===== src/rtl/delay_prog_sched_if.sv =====
// delay_prog_sched_if: host-side and programmer-side signal bundle for delay_prog_sched
//   host_wr/host_dataa/host_datab/force_all : host shadow writes and force-reprogram strobe
//   ctl_dataa/ctl_datab/ctl_rst/ctl_rdy     : links to the three serial delay programmers
//   pend/busy/done/err                      : sequencer status back to the host
//   master = host/programmer side, slave = sequencer side
interface delay_prog_sched_if;
  logic [2:0]  host_wr;
  logic [29:0] host_dataa;
  logic [29:0] host_datab;
  logic        force_all;
  logic [29:0] ctl_dataa;
  logic [29:0] ctl_datab;
  logic [2:0]  ctl_rst;
  logic [2:0]  ctl_rdy;
  logic [2:0]  pend;
  logic        busy;
  logic [2:0]  done;
  logic [2:0]  err;
  modport master (output host_wr, host_dataa, host_datab, force_all, ctl_rdy,
                  input ctl_dataa, ctl_datab, ctl_rst, pend, busy, done, err);
  modport slave (input host_wr, host_dataa, host_datab, force_all, ctl_rdy,
                 output ctl_dataa, ctl_datab, ctl_rst, pend, busy, done, err);
endinterface


===== src/rtl/delay_prog_sched.sv =====
// delay_prog_sched: round-robin sequencer that loads one SY89297 delay programmer at a time
//   clk, rst_n : clock, asynchronous active-low reset
//   bus        : delay_prog_sched_if.slave (host writes, programmer data/start/ready, status)
//   Optional: define DELAY_SKIP_SAME_EN to suppress pend on rewrites of already-applied values
module delay_prog_sched #(
  parameter int RST_CYC   = 4,
  parameter int BLANK_CYC = 8,
  parameter int TIMEOUT   = 4096
) (
  input logic clk,
  input logic rst_n,
  delay_prog_sched_if.slave bus
);
  typedef enum logic [2:0] {IDLE, LOAD, PULSE, BLANK, WAIT_RDY, FINISH} state_t;
  state_t      r_state, w_nxt;
  logic [1:0]  r_ch, r_ptr, w_sel;
  logic [15:0] r_cnt;
  logic        r_to, w_tout;
  logic [29:0] r_sha, r_shb, r_cta, r_ctb;
  logic [2:0]  r_pend, r_rst, r_done, r_err, w_oh, w_wr, w_set;
  assign w_oh   = 3'b001 << r_ch;
  assign w_tout = (r_state == WAIT_RDY) && !bus.ctl_rdy[r_ch] && (r_cnt == 16'(TIMEOUT - 1));
  assign w_set  = bus.force_all ? 3'b111 : w_wr;
`ifdef DELAY_SKIP_SAME_EN
  logic [29:0] r_lpa, r_lpb;
  always_comb begin
    for (int i = 0; i < 3; i++)
      w_wr[i] = bus.host_wr[i] &&
                ({bus.host_dataa[10*i +: 10], bus.host_datab[10*i +: 10]} != {r_lpa[10*i +: 10], r_lpb[10*i +: 10]} ||
                 {bus.host_dataa[10*i +: 10], bus.host_datab[10*i +: 10]} != {r_sha[10*i +: 10], r_shb[10*i +: 10]});
  end
  always_ff @(posedge clk or negedge rst_n) begin
    if (!rst_n) begin
      r_lpa <= '0;
      r_lpb <= '0;
    end else if (r_state == LOAD) begin
      r_lpa[10*r_ch +: 10] <= r_sha[10*r_ch +: 10];
      r_lpb[10*r_ch +: 10] <= r_shb[10*r_ch +: 10];
    end
  end
`else
  assign w_wr = bus.host_wr;
`endif
  // First pending channel after the pointer wins; scan farthest-first so the nearest overrides.
  always_comb begin
    w_sel = r_ptr;
    for (int k = 3; k >= 1; k--)
      if (r_pend[(int'(r_ptr) + k) % 3]) w_sel = 2'((int'(r_ptr) + k) % 3);
  end
  always_comb begin
    w_nxt = r_state;
    case (r_state)
      IDLE:     w_nxt = |r_pend ? LOAD : IDLE;
      LOAD:     w_nxt = PULSE;
      PULSE:    w_nxt = (r_cnt == 16'(RST_CYC - 1)) ? BLANK : PULSE;
      BLANK:    w_nxt = (r_cnt == 16'(BLANK_CYC - 1)) ? WAIT_RDY : BLANK;
      WAIT_RDY: w_nxt = (bus.ctl_rdy[r_ch] || w_tout) ? FINISH : WAIT_RDY;
      FINISH:   w_nxt = IDLE;
      default:  w_nxt = IDLE;
    endcase
  end
  always_ff @(posedge clk or negedge rst_n) begin
    if (!rst_n) r_state <= IDLE;
    else        r_state <= w_nxt;
  end
  always_ff @(posedge clk or negedge rst_n) begin
    if (!rst_n) begin
      r_cnt  <= '0;
      r_ch   <= '0;
      r_ptr  <= 2'd2;
      r_rst  <= '0;
      r_done <= '0;
      r_to   <= 1'b0;
      r_err  <= '0;
      r_pend <= '0;
      r_sha  <= '0;
      r_shb  <= '0;
      r_cta  <= '0;
      r_ctb  <= '0;
    end else begin
      r_cnt  <= (w_nxt != r_state) ? '0 : r_cnt + 16'(r_cnt != 16'hFFFF);
      r_ch   <= (r_state == IDLE) ? w_sel : r_ch;
      r_ptr  <= (r_state == FINISH) ? r_ch : r_ptr;
      r_rst  <= (w_nxt == PULSE) ? w_oh : '0;
      r_done <= (r_state == FINISH && !r_to) ? w_oh : '0;
      r_to   <= w_tout | (r_to & (r_state != IDLE));
      r_err  <= (r_err & ~bus.host_wr) | (w_tout ? w_oh : '0);
      r_pend <= (r_pend & ~((r_state == LOAD) ? w_oh : '0)) | w_set;
      for (int i = 0; i < 3; i++)
        if (bus.host_wr[i]) begin
          r_sha[10*i +: 10] <= bus.host_dataa[10*i +: 10];
          r_shb[10*i +: 10] <= bus.host_datab[10*i +: 10];
        end
      if (r_state == LOAD) begin
        r_cta[10*r_ch +: 10] <= r_sha[10*r_ch +: 10];
        r_ctb[10*r_ch +: 10] <= r_shb[10*r_ch +: 10];
      end
    end
  end
  assign bus.ctl_dataa = r_cta;
  assign bus.ctl_datab = r_ctb;
  assign bus.ctl_rst   = r_rst;
  assign bus.pend      = r_pend;
  assign bus.busy      = (r_state != IDLE);
  assign bus.done      = r_done;
  assign bus.err       = r_err;
endmodule


===== src/flat_wrapper.sv =====
// flat-port wrapper written by rule: the top's interface ports become plain ports
module delay_prog_sched_flat 
#(
  parameter int RST_CYC   = 4,
  parameter int BLANK_CYC = 8,
  parameter int TIMEOUT   = 4096
)
  (clk, rst_n, bus_host_wr, bus_host_dataa, bus_host_datab, bus_force_all, bus_ctl_rdy, bus_ctl_dataa, bus_ctl_datab, bus_ctl_rst, bus_pend, bus_busy, bus_done, bus_err);
  delay_prog_sched_if bus_i ();
  input logic clk;
  input logic rst_n;
  input wire logic [$bits(bus_i.host_wr)-1:0] bus_host_wr;
  input wire logic [$bits(bus_i.host_dataa)-1:0] bus_host_dataa;
  input wire logic [$bits(bus_i.host_datab)-1:0] bus_host_datab;
  input wire logic [$bits(bus_i.force_all)-1:0] bus_force_all;
  input wire logic [$bits(bus_i.ctl_rdy)-1:0] bus_ctl_rdy;
  output wire logic [$bits(bus_i.ctl_dataa)-1:0] bus_ctl_dataa;
  output wire logic [$bits(bus_i.ctl_datab)-1:0] bus_ctl_datab;
  output wire logic [$bits(bus_i.ctl_rst)-1:0] bus_ctl_rst;
  output wire logic [$bits(bus_i.pend)-1:0] bus_pend;
  output wire logic [$bits(bus_i.busy)-1:0] bus_busy;
  output wire logic [$bits(bus_i.done)-1:0] bus_done;
  output wire logic [$bits(bus_i.err)-1:0] bus_err;
  assign bus_i.host_wr = bus_host_wr;
  assign bus_i.host_dataa = bus_host_dataa;
  assign bus_i.host_datab = bus_host_datab;
  assign bus_i.force_all = bus_force_all;
  assign bus_i.ctl_rdy = bus_ctl_rdy;
  assign bus_ctl_dataa = bus_i.ctl_dataa;
  assign bus_ctl_datab = bus_i.ctl_datab;
  assign bus_ctl_rst = bus_i.ctl_rst;
  assign bus_pend = bus_i.pend;
  assign bus_busy = bus_i.busy;
  assign bus_done = bus_i.done;
  assign bus_err = bus_i.err;
  delay_prog_sched #(.RST_CYC(RST_CYC), .BLANK_CYC(BLANK_CYC), .TIMEOUT(TIMEOUT)) u_core (.clk(clk), .rst_n(rst_n), .bus(bus_i));
endmodule

===== config.mk =====
export PLATFORM = sky130hd
export DESIGN_NAME = delay_prog_sched_flat
export DESIGN_NICKNAME = d
export VERILOG_FILES = /design/src/rtl/delay_prog_sched_if.sv /design/src/rtl/delay_prog_sched.sv /design/src/flat_wrapper.sv
export SDC_FILE = /design/constraint.sdc
export NUM_CORES = 1
export LEC_CHECK = 0
export CAP_MARGIN = 25
export CORE_ASPECT_RATIO = 0.7
export CORE_MARGIN = 1
export CORE_UTILIZATION = 45
export DETAILED_ROUTE_END_ITERATION = 10
export HOLD_SLACK_MARGIN = 0.15
export PLACE_DENSITY = 0.67
export SLEW_MARGIN = 20
export SYNTH_ARGS = -nofsm -noshare
export SYNTH_HDL_FRONTEND = slang
export SYNTH_SLANG_ARGS = --single-unit

===== constraint.sdc =====
create_clock -name clk -period 3.05 [get_ports clk]
set_input_delay 0.305 -clock clk [delete_from_list [all_inputs] [get_ports clk]]
set_output_delay 0.305 -clock clk [all_outputs]
set_load 0.01 [all_outputs]

**After elaboration in Yosys (flattened, before gate mapping)**

Index checks and enable logic that the tools add are counted.
W data, S select, Z words.

- Flip-flop bits (word level): 156
- Latch bits: 0
- RAM bits: 0
- ROM bits: 0
- Output and inout bits: 73
- Word-level logic and storage cells: 91
- Memories: 0

- Add/subtract/negate cells: 5
- Multipliers: 1
- Div/mod/pow operators: 3
- Magnitude comparators: 4
- Eq/ne operators: 11
- Shift operators: 6
- Muxes and demuxes: 27
- Bitwise operators: 8
- Reductions and logical operators: 9

Operators by type and width:

| operator | number |
|---|---|
| $lt A32 B4 Y1 const B | 3 |
| $mod A32 B3 Y32 const B | 3 |
| $shiftx A10 B34 Y30 | 2 |
| $bwmux W30 | 2 |
| $shiftx A30 B7 Y10 | 2 |
| $neg A6 Y34 | 1 |
| $shift A10 B34 Y30 const A | 1 |
| $mux W3 | 6 |
| $add A16 B1 Y16 | 1 |
| $eq A16 B12 Y1 const B | 1 |
| $eq A16 B2 Y1 const B | 1 |
| $eq A16 B3 Y1 const B | 1 |
| $mux W16 | 1 |
| $ne A16 B16 Y1 const B | 1 |
| $pmux W3 S5 | 1 |
| $mux W1 | 10 |
| $eq A3 B2 Y1 const B | 3 |
| $bmux W1 S2 | 4 |
| $add A2 B2 Y3 const B | 2 |
| $and A3 B3 Y3 | 2 |
| $eq A3 B3 Y1 const B | 2 |
| $mux W2 | 3 |
| $not A3 Y3 | 2 |
| $or A3 B3 Y3 | 2 |
| other kinds (14) | 17 |

**Longest topological paths before layout**

Gate-level depths: netlist of run 1.

- Depth in word-level cells: 10
- Gate-level depth with buffers: 11

**Worst setup path after synthesis of run 1**

Ideal clock, no wire load.

- Kind: register to register
- Start: reg u_core.r_ch[0]
- End: reg u_core.r_ctb[8] (netlist: u_core.bus.ctl_datab[8])
- Setup time: 121 ps
- Arrival: 2535 ps
- Slack: 393 ps
- Stages on the path, launching flop included: 11
- Period minus slack after synthesis: 2657 ps
- Cells stage by stage: dfrtp_1 -> buf_2 -> buf_1 -> inv_1 -> ha_1 -> buf_4 -> inv_2 -> buf_1 -> mux2i_1 -> nor2_1 -> o22a_1

- Longest elaborated chain between the ends: 4
- Elaborated cells between the ends (all ways): 6
- Classes of those cells: add/sub: 1; mul: 1; shift: 3; mux: 1

Ends and longest elaborated chain:

| what | line | text |
|---|---|---|
| start, declared | delay_prog_sched.sv:16 | `logic [1:0] r_ch, r_ptr, w_sel;` |
| start signal, assigned | delay_prog_sched.sv:82 | `r_ch <= (r_state == IDLE) ? w_sel : r_ch;` |
| $mul A3 B2 Y5 (*) | delay_prog_sched.sv:96 | `r_ctb[10*r_ch +: 10] <= r_shb[10*r_ch +: 10];` |
| $shiftx A30 B7 Y10 or $neg A6 Y34 (tied branches) | delay_prog_sched.sv:96 |  |
| $shiftx A10 B34 Y30 or $shift A10 B34 Y30 (tied branches) | delay_prog_sched.sv:96 |  |
| $bwmux W30 (*) | delay_prog_sched.sv:96 |  |
| end signal, assigned by index | delay_prog_sched.sv:96 |  |
| end, declared | delay_prog_sched.sv:19 | `logic [29:0] r_sha, r_shb, r_cta, r_ctb;` |

Every way passes the cells marked *; elsewhere a longest branch is shown, timed or not.
A chain may end at the register's enable or synchronous reset.

**Final worst setup path of run 1**

- Start: reg u_core.r_ch[0]
- End: reg u_core.r_cta[5] (netlist: u_core.bus.ctl_dataa[5])

- Longest elaborated chain between the ends: 4
- Elaborated cells between the ends (all ways): 6
- Classes of those cells: add/sub: 1; mul: 1; shift: 3; mux: 1

Ends and longest elaborated chain:

| what | line | text |
|---|---|---|
| $mul A3 B2 Y5 (*) | delay_prog_sched.sv:95 | `r_cta[10*r_ch +: 10] <= r_sha[10*r_ch +: 10];` |
| $shiftx A30 B7 Y10 or $neg A6 Y34 (tied branches) | delay_prog_sched.sv:95 |  |
| $shiftx A10 B34 Y30 or $shift A10 B34 Y30 (tied branches) | delay_prog_sched.sv:95 |  |
| $bwmux W30 (*) | delay_prog_sched.sv:95 |  |
| end signal, assigned by index | delay_prog_sched.sv:95 |  |
| end, declared | delay_prog_sched.sv:19 |  |

Marked as above.

==> out/qor.csv, run 1 <==
metric,value,unit
Mean Syn Cell Area,10.9,sq um
HPWL Detailed,16100,um
Crit Path Max Fanout,19,
Synth-to-Final Area Change,29.4,%
Synth Area in XOR/XNOR,1.73,%
"Seq/Total Area, Yosys",51.5,%
filler instances,1343,
Total Routed Length,22100,um
setup_tns,0,ns
MaxCap Viol Count,0,
part of the power in combinational logic,43.7,%
Placed Cells incl. Taps,1040,
simple-gate share of the synthesized area,13.1,%
maximum clock path buffer count,2,
normalized max-slew margin,50.3,%
YS warnings,0,
I/O Buffers,141,
Chip Height,111,um
Root Buffer,clkbuf_16,
Worst path slowest cell,ha_1,
critical path data required time,3.43,ns
Crit path arrival time,3.05,ns
Synth Register Bits,156,
CP peak stage delay,0.62,ns
RSZ-0062 raised after global routing,no,
crit start category,flop,
Total GRT Usage,26.9,%
crit path kind,reg -> reg,
critical-path cell list,inv_1 > ha_1 > inv_2 > nor2_1 > nand2_1 > o221ai_1 > o21a_1,
core area,16400,sq um
pwr dens,866,nW/um^2
net count after synthesis,776,
# setup viols final,0,
Initial DRC Count,442,
Final Cycle Share,87.5,%
sw frac,40.2,%
min Tclk post-route,2.67,ns
Final GP Congestion,0.920,
Pre-Repair DR Iteration Count,5,
metal2 WL,9540,um
Metal-1 WL,10500,um
clk_lat worst skew,0.43,ns
GR Overflow Total,0,
fraction of registers with async set/reset,100,%
Synth Area in Compound Gates,14.7,%
mux cell area share after synthesis,14.1,%
dpl cell area,9240,sq um
Initial Utilization,46.3,%
largest family of logic cells by synthesized area,compound AO/OA/AOI/OAI gates,
Sequential Area,3910,sq um
Int Pwr,0.00508,W
R2R Setup Slk,0.38,ns
clock buffer count from CTS,17,
outcome,"finished, final reports clean",
synth unique cells,63,
Worst-Margin Slew,0.743,ns
DR vias,6118,
Max Clock Skew,0.00896,ns
Flop pwr share,32.9,%
Clk pwr share,23.3,%
pin count of the biggest net entering global routing,73,
ant diodes,0,
Post-CTS Setup Inserts,0,
Post-synth EDFFs,0,
die width,157,um
CTS tree,yes,
CTS sink count,156,
P_sw,0.00342,W
vias in the first global route,6146,
Wirelength per Cell,20.5,um
# DRC,0,
CTS H-tree depth,4,
crit end category,flop,
Highest Clock Rate,375,MHz
first-pass GRT wire length,35100,um
footprint of the multi-input gates,3430,sq um
Highest Signal Layer,met4,
pins over their slew limit,0,
final count of hold timing violations,0,
die area,17400,sq um
share of layout cells above drive strength 1,15.1,%
met3 WL,1770,um
HP Class,in -> async,
adder-cell share of the synthesized area,1.65,%
detailed-route vias per instance,5.69,
row cnt,39,
Gate Count Post-Synth,697,
initial antenna violation count,0,
Leak Pwr,4.09,nW
maximum vdd ir drop,0.476,mV
io pins,142,
top_reg_cell synth,dfrtp_1,
post-route ant nets,0,
Post-Layout Inst Area,9820,sq um
final net count,916,
clock slew at reported path FFs,0.07,ns
fin cells,1075,
synthesized cell area,7590,sq um
-- power by group through the flow --
stage / clock [W] / sequential, W / combinational, W
after floorplan: 0 / 0.00286 / 0.00208
after global placement: 0 / 0.00281 / 0.00360
after detailed placement: 0 / 0.00282 / 0.00365
after CTS: 0.00201 / 0.00279 / 0.00368
after global routing: 0.00211 / 0.00284 / 0.00399
final: 0.00198 / 0.00280 / 0.00372
-- sequential cells by signal, indices dropped and copies added, names as in the netlist --
register	count
u_core.r_sha	30
u_core.r_ptr	2
u_core.r_shb	30
u_core.bus.ctl_rst	3
u_core.r_ch	2
u_core.r_to	1
u_core.r_state	3
u_core.bus.err	3
u_core.bus.ctl_dataa	30
u_core.bus.done	3
u_core.r_cnt	16
u_core.bus.ctl_datab	30
u_core.bus.pend	3
-- synthesized netlist by cell type, drive strengths merged, types with 6 or more instances --
cell type | n | share of area (%)
o21a | 9 | 0.89
buf | 24 | 1.7
nand2 | 65 | 3.2
mux2 | 60 | 8.9
and2 | 11 | 0.91
nor2 | 52 | 2.6
nand4 | 10 | 0.91
ha | 10 | 1.6
clkbuf | 18 | 0.89
nand2b | 6 | 0.49
o221ai | 8 | 0.92
o22ai | 6 | 0.49
dfrtp | 155 | 51
o21ai | 49 | 3.3
nor3 | 11 | 0.79
o2bb2ai | 14 | 1.6
a22o | 11 | 1.3
nand3 | 15 | 0.99
mux2i | 39 | 5.1
a21oi | 18 | 1.2
a22oi | 6 | 0.66
nor2b | 6 | 0.49
xnor2 | 10 | 1.2
inv | 15 | 0.74
-- path summary, 6_finish.rpt --
| path | startpoint | end | depth (start not counted) |
|---|---|---|---|
| worst max-delay path | u_core.r_ch[0]$_DFFE_PN0P_ | u_core.bus.ctl_dataa[5]$_DFFE_PN0P_ | 7 |
| worst min-delay path | rst_n | u_core.r_sha[0]$_DFFE_PN0P_ | 2 |
| worst max register to register | u_core.r_ch[0]$_DFFE_PN0P_ | u_core.bus.ctl_dataa[5]$_DFFE_PN0P_ | 7 |
| worst min register to register | u_core.r_to$_DFF_PN0_ | u_core.bus.done[0]$_DFF_PN0_ | 1 |
| max in group asynchronous | rst_n | u_core.bus.ctl_datab[19]$_DFFE_PN0P_ | 3 |
| min in group clk | u_core.r_to$_DFF_PN0_ | u_core.bus.done[0]$_DFF_PN0_ | 1 |
-- critical path, delay by kind of cell (launching register included) --
family | cells | cell delay [ns]
AOI/OAI and AO/OA | 2 | 0.41
adders and majority gates | 1 | 0.62
buffers and inverters | 2 | 0.43
DFF | 1 | 0.34
and+or+nand+nor | 2 | 0.80
-- layout make-up --
| cell class | instances | share of cell area, % |
|---|---|---|
| Clock buffer | 19 | 4.41 |
| Clock inverter | 13 | 1.12 |
| Inverter | 15 | 0.573 |
| Multi-Input combinational cell | 484 | 34.9 |
| Sequential cell | 156 | 39.8 |
| Tap cell | 225 | 2.87 |
| Timing Repair Buffer | 163 | 16.3 |
-- cell usage in the layout (no fill, tap or decap), types with 15 or more instances in the layout --
master and count:
dfrtp_1 155, mux2_2 60, clkbuf_16 17, nor2_1 52, mux2i_1 39, nand2_1 64
a21oi_1 18, clkdlybuf4s50_1 140, o21ai_0 39, nand3_1 15, buf_4 18
-- layer usage --
layer	GRT usage, %	vias to the layer above
met3	6.95	19
met1	41.1	3039
li1	-	2809
met5	0	-
met4	5.63	0
met2	38.1	251
-- logic make-up (layout without fill, tap and decap cells) --
family | after synthesis | in the layout
AOI/OAI and AO/OA | 159 | 159
xor gates and xnor gates | 15 | 15
adders and majority gates | 10 | 10
buffers and inverters | 57 | 210
DFF | 156 | 156
muxes | 99 | 99
and+or+nand+nor | 201 | 201
-- what timing repair did --
item,in CTS,in global routing
endpoints found under the hold margin,40,0
hold buffers,1,0
gates resized for setup,0,0
-- through the flow --
step / util, % / setup slack [ns] / hold slack [ns] / total power (W)
CTS: 59.7 / 0.452 / 0.348 / 0.00848
global placement: 56.3 / 0.504 / 0.236 / 0.00642
global route: 59.9 / 0.186 / 0.378 / 0.00895
detailed placement: 56.3 / 0.471 / 0.244 / 0.00647
finish: 59.9 / 0.381 / 0.337 / 0.00850
floorplan: - / 0.393 / 0.00941 / 0.00494
Power figures use the tool's default switching activity.
==> run 2, diff against run 1 <==
Settings changed: CAP_MARGIN 25 to not set.
==> out/qor.csv, run 2 (synthesis gave the netlist of run 1 again) <==
metric,value,unit,change
share of layout cells above drive strength 1,14.9,%,was 15.1%
Placed Cells incl. Taps,1040,,unchanged
DR vias,6088,,"was 6,118"
setup_tns,0,ns,unchanged
Total Routed Length,22000,um,"was 22,100 um"
Synth-to-Final Area Change,29.1,%,was 29.4%
Root Buffer,clkbuf_16,,unchanged
end of the critical path,u_core.bus.ctl_dataa[11]$_DFFE_PN0P_,,was u_core.bus.ctl_dataa[5]$_DFFE_PN0P_
CTS sink count,156,,unchanged
fin worst setup slack,0.377,ns,was 0.381 ns
Highest Clock Rate,374,MHz,was 375 MHz
Initial DRC Count,481,,was 442
die width,157,um,unchanged
fin cells,1073,,"was 1,075"
post-route ant nets,0,,unchanged
clk_lat worst skew,0.43,ns,about the same
clock buffer count from CTS,17,,unchanged
Final Cycle Share,87.6,%,was 87.5%
"commonest non-fill, non-tap cell in the layout",dfrtp_1,,unchanged
outcome,"finished, final reports clean",,unchanged
Worst path slowest cell,ha_1,,unchanged
Pre-Repair DR Iteration Count,5,,unchanged
crit path kind,reg -> reg,,unchanged
crit start category,flop,,unchanged
normalized max-slew margin,28.0,%,was 50.3%
CP peak stage delay,0.62,ns,about the same
Max Clock Skew,0.00959,ns,was 0.00896 ns
io pins,142,,unchanged
Worst-Margin Slew,1.08,ns,was 0.743 ns
HP Class,in -> async,,unchanged
# DRC,0,,unchanged
core area,16400,sq um,unchanged
post_cts resized,0,,unchanged
Crit path arrival time,2.99,ns,was 3.05 ns
Chip Height,111,um,unchanged
maximum clock path buffer count,2,,unchanged
R2R Setup Slk,0.38,ns,about the same
Wirelength per Cell,20.5,um,about the same
Post-Layout Inst Area,9790,sq um,was 9820 sq um
detailed-route vias per instance,5.67,,was 5.69
row cnt,39,,unchanged
final count of hold timing violations,0,,unchanged
Crit Path Max Fanout,19,,unchanged
Reg2Reg Depth,6,,was 7
CTS H-tree depth,4,,unchanged
vias in the first global route,6146,,unchanged
crit end category,flop,,unchanged
HPWL Detailed,16100,um,unchanged
Total GRT Usage,26.9,%,unchanged
RSZ-0062 raised after global routing,no,,unchanged
pins over their slew limit,0,,unchanged
critical path data required time,3.37,ns,was 3.43 ns
worst r2r dst,u_core.bus.ctl_dataa[11]$_DFFE_PN0P_,,was u_core.bus.ctl_dataa[5]$_DFFE_PN0P_
GR Overflow Total,0,,unchanged
MaxCap Viol Count,0,,unchanged
first-pass GRT wire length,35100,um,unchanged
dpl ws,0.471,ns,unchanged
dpl cell area,9240,sq um,unchanged
ant diodes,0,,unchanged
I/O Buffers,141,,unchanged
initial antenna violation count,0,,unchanged
min Tclk post-route,2.67,ns,about the same
Initial Utilization,46.3,%,unchanged
die area,17400,sq um,unchanged
clock slew at reported path FFs,0.07,ns,about the same
final net count,914,,was 916
crit path from,u_core.r_ch[0]$_DFFE_PN0P_,,unchanged
Leak Pwr,4.07,nW,was 4.09 nW
pwr dens,866,nW/um^2,about the same
# setup viols final,0,,unchanged
reg-to-reg startpoint,u_core.r_ch[0]$_DFFE_PN0P_,,unchanged
critical-path cell list,inv_1 > ha_1 > inv_2 > nor2_1 > a221oi_1 > o41ai_1,,was inv_1 > ha_1 > inv_2 > nor2_1 > nand2_1 > o221ai_1 > o21a_1
pin count of the biggest net entering global routing,73,,unchanged
CTS tree,yes,,unchanged
Final GP Congestion,0.920,,unchanged
maximum vdd ir drop,0.478,mV,was 0.476 mV
"commonest non-fill, non-tap cells in the layout","155 x dfrtp_1, 140 x clkdlybuf4s50_1, 64 x nand2_1",,unchanged
[run 2: cell types whose count changed in the layout (fill, tap and decap cells not counted)]
cell	before	now
buf_8	1	0
buf_6	2	1
[run 2: what timing repair did]
action | CTS | global route
setup buffers | 0 | 0
hold endpoints to repair | 40 | 0
hold buffers | 1 | 0
[run 2: area by class of cell]
cell class / instances / area [sq um]
inverters: 15 / 56.3
well taps: 225 / 282
clock inverters: 13 / 110
clock buffers: 19 / 433
flip-flops and latches: 156 / 3910
fillers: 1346 / 6600
repair buffers: 161 / 1580
multi-input cells: 484 / 3430
[run 2: worst max-delay path, delay by kind of cell, from the launching register on]
kind	cells	cell delay, ns
AO/OA/AOI/OAI	2	0.55
flip-flops	1	0.34
buffers and inverters	2	0.44
AND/OR/NAND/NOR	1	0.60
adder cells (fa/ha/maj)	1	0.62
[run 2: worst min path at each step]
stage	start	end	slack, ns	cells after the start
after detailed placement	rst_n	u_core.r_sha[6]$_DFFE_PN0P_	0.24	1
after floorplan	rst_n	u_core.bus.ctl_dataa[0]$_DFFE_PN0P_	0.009	0
after global routing	rst_n	u_core.r_sha[0]$_DFFE_PN0P_	0.38	2
after global placement	rst_n	u_core.r_sha[6]$_DFFE_PN0P_	0.24	1
final	rst_n	u_core.r_sha[0]$_DFFE_PN0P_	0.34	2
after CTS	rst_n	u_core.r_sha[6]$_DFFE_PN0P_	0.35	2
[run 2: where the power goes]
part | leakage (nW) | total [W] | switching (W) | internal, W
Combinational | 1.85 | 0.00370 | 0.00216 | 0.00154
Sequential | 1.96 | 0.00280 | 0.000321 | 0.00248
Clock | 0.261 | 0.00198 | 0.000916 | 0.00106
[run 2: metal layers]
layer  share of wire (%)  track usage, %
met4                0.94            5.63
met1                  48            41.1
met2                  43            38.1
met3                 8.4            6.95
met5                   0               0
[run 2: stage by stage]
| stage | utilization, % | power (W) | hold WS, ns |
|---|---|---|---|
| after floorplan | - | 0.00494 | 0.00941 |
| after global placement | 56.3 | 0.00642 | 0.236 |
| after detailed placement | 56.3 | 0.00647 | 0.244 |
| after CTS | 59.7 | 0.00848 | 0.348 |
| after global routing | 59.7 | 0.00894 | 0.378 |
| final | 59.7 | 0.00848 | 0.335 |
==> run 3, diff against run 2 <==
Clock period 3.05 ns to 2.93 ns, I/O delays scaled along.
==> out/qor.csv, run 3 (synthesis gave the netlist of run 1 again) <==
metric,value,unit,change
Initial Utilization,46.3,%,unchanged
Chip Height,111,um,unchanged
detailed-route vias per instance,5.76,,was 5.67
die width,157,um,unchanged
Clk pwr share,23.2,%,was 23.3%
Total GRT Usage,26.7,%,was 26.9%
Highest Clock Rate,373,MHz,was 374 MHz
critical path data required time,3.24,ns,was 3.37 ns
critical-path cell list,inv_1 > ha_1 > inv_2 > nor2_1 > a221oi_1 > o41ai_1,,unchanged
Worst-Margin Slew,1.05,ns,was 1.08 ns
CP peak stage delay,0.67,ns,was 0.62 ns
Total Routed Length,21900,um,"was 22,000 um"
crit end category,flop,,unchanged
DR vias,6190,,"was 6,088"
pwr dens,899,nW/um^2,was 866 nW/um^2
"commonest non-fill, non-tap cell in the layout",dfrtp_1,,unchanged
Wirelength per Cell,20.4,um,was 20.5 um
first-pass GRT wire length,34700,um,"was 35,100 um"
clock buffer count from CTS,17,,unchanged
CTS sink count,156,,unchanged
die area,17400,sq um,unchanged
row cnt,39,,unchanged
HP Class,in -> async,,unchanged
dpl ws,0.302,ns,was 0.471 ns
pins over their slew limit,0,,unchanged
share of layout cells above drive strength 1,15.2,%,was 14.9%
Crit Path Max Fanout,19,,unchanged
normalized max-slew margin,30.1,%,was 28.0%
crit start category,flop,,unchanged
fin worst setup slack,0.247,ns,was 0.377 ns
min Tclk post-route,2.68,ns,was 2.67 ns
final count of hold timing violations,0,,unchanged
ant diodes,0,,unchanged
Flop pwr share,33.2,%,was 33.0%
vias in the first global route,6115,,"was 6,146"
Worst path slowest cell,ha_1,,unchanged
Initial DRC Count,586,,was 481
post-route ant nets,0,,unchanged
CTS H-tree depth,4,,unchanged
dpl cell area,9250,sq um,was 9240 sq um
sw frac,40.1,%,about the same
Max Clock Skew,0.00649,ns,was 0.00959 ns
"commonest non-fill, non-tap cells in the layout","155 x dfrtp_1, 140 x clkdlybuf4s50_1, 64 x nand2_1",,unchanged
Int Pwr,0.00528,W,was 0.00508 W
maximum vdd ir drop,0.531,mV,was 0.478 mV
Crit path arrival time,3.00,ns,was 2.99 ns
MaxCap Viol Count,0,,unchanged
clock slew at reported path FFs,0.07,ns,about the same
maximum clock path buffer count,2,,unchanged
# DRC,0,,unchanged
post_cts resized,0,,unchanged
worst hold margin,0.463,ns,was 0.335 ns
Placed Cells incl. Taps,1041,,"was 1,040"
Leak Pwr,4.07,nW,about the same
I/O Buffers,141,,unchanged
HPWL Detailed,15800,um,"was 16,100 um"
Root Buffer,clkbuf_16,,unchanged
crit path kind,reg -> reg,,unchanged
RSZ-0062 raised after global routing,no,,unchanged
core area,16400,sq um,unchanged
Pre-Repair DR Iteration Count,5,,unchanged
final net count,915,,was 914
P_sw,0.00353,W,was 0.00340 W
initial antenna violation count,0,,unchanged
Final GP Congestion,0.930,,was 0.920
outcome,"finished, final reports clean",,unchanged
# setup viols final,0,,unchanged
pin count of the biggest net entering global routing,81,,was 73
GR Overflow Total,0,,unchanged
io pins,142,,unchanged
Post-Layout Inst Area,9800,sq um,was 9790 sq um
Final Cycle Share,91.6,%,was 87.6%
clk_lat worst skew,0.43,ns,about the same
CTS tree,yes,,unchanged
Synth-to-Final Area Change,29.2,%,was 29.1%
part of the power in combinational logic,43.6,%,was 43.7%
setup_tns,0,ns,unchanged
fin cells,1074,,"was 1,073"
[run 3: path summary, 6_finish.rpt]
kind                                                       from                              endpoint  slack [ns]  cells past startpoint
max reg2reg                          u_core.r_ch[1]$_DFFE_PN0P_  u_core.bus.ctl_dataa[11]$_DFFE_PN0P_        0.25                      6
max                                  u_core.r_ch[1]$_DFFE_PN0P_  u_core.bus.ctl_dataa[11]$_DFFE_PN0P_        0.25                      6
max in group asynchronous                                 rst_n  u_core.bus.ctl_datab[27]$_DFFE_PN0P_        1.62                      3
min                                                       rst_n          u_core.r_sha[20]$_DFFE_PN0P_        0.46                      2
min in group clk                              bus_host_dataa[7]           u_core.r_sha[7]$_DFFE_PN0P_        0.47                      2
min reg2reg                u_core.bus.ctl_datab[26]$_DFFE_PN0P_  u_core.bus.ctl_datab[26]$_DFFE_PN0P_        0.48                      2
[run 3: metal layers]
metal  global-route usage, %  part of all wire (%)  up-vias
met2                    38.3                    43      282
met4                    7.12                   1.1        0
met3                    6.16                   8.6       17
met1                    40.3                    47     3080
li1                        -                     -     2811
met5                       0                     0        -
[run 3: repair_timing]
item | 4_1_cts | 5_1_grt
buffers inserted | 0 | 0
endpoints found under the hold margin | 77 | 0
hold buffers | 1 | 0
[run 3: worst max-delay path: cells and delay by family (launching register included)]
| family | cells | cell delay [ns] |
|---|---|---|
| and+or+nand+nor | 1 | 0.56 |
| DFF | 1 | 0.34 |
| buffers and inverters | 2 | 0.43 |
| AOI/OAI and AO/OA | 2 | 0.55 |
| adders and majority gates | 1 | 0.67 |
[run 3: metrics by stage]
step                      util, %  power, W
after CTS                    59.8   0.00878
after global placement       56.4   0.00665
final                        59.8   0.00881
after detailed placement     56.4   0.00671
after global routing         59.8   0.00924
after floorplan                 -   0.00514
[run 3: cell type report]
type / instances / area [sq um]
flip-flops and latches: 156 / 3910
clock buffers: 17 / 425
clock inverters: 15 / 118
well taps: 225 / 282
repair buffers: 162 / 1590
fillers: 1360 / 6600
inverters: 15 / 56.3
multi-input cells: 484 / 3430
[run 3: power groups by stage]
stage	Combinational [W]	Sequential, W	Clock (W)
after floorplan	0.00216	0.00298	0
after global placement	0.00371	0.00293	0
after detailed placement	0.00376	0.00295	0
after CTS	0.00380	0.00292	0.00207
after global routing	0.00410	0.00297	0.00217
final	0.00384	0.00292	0.00204
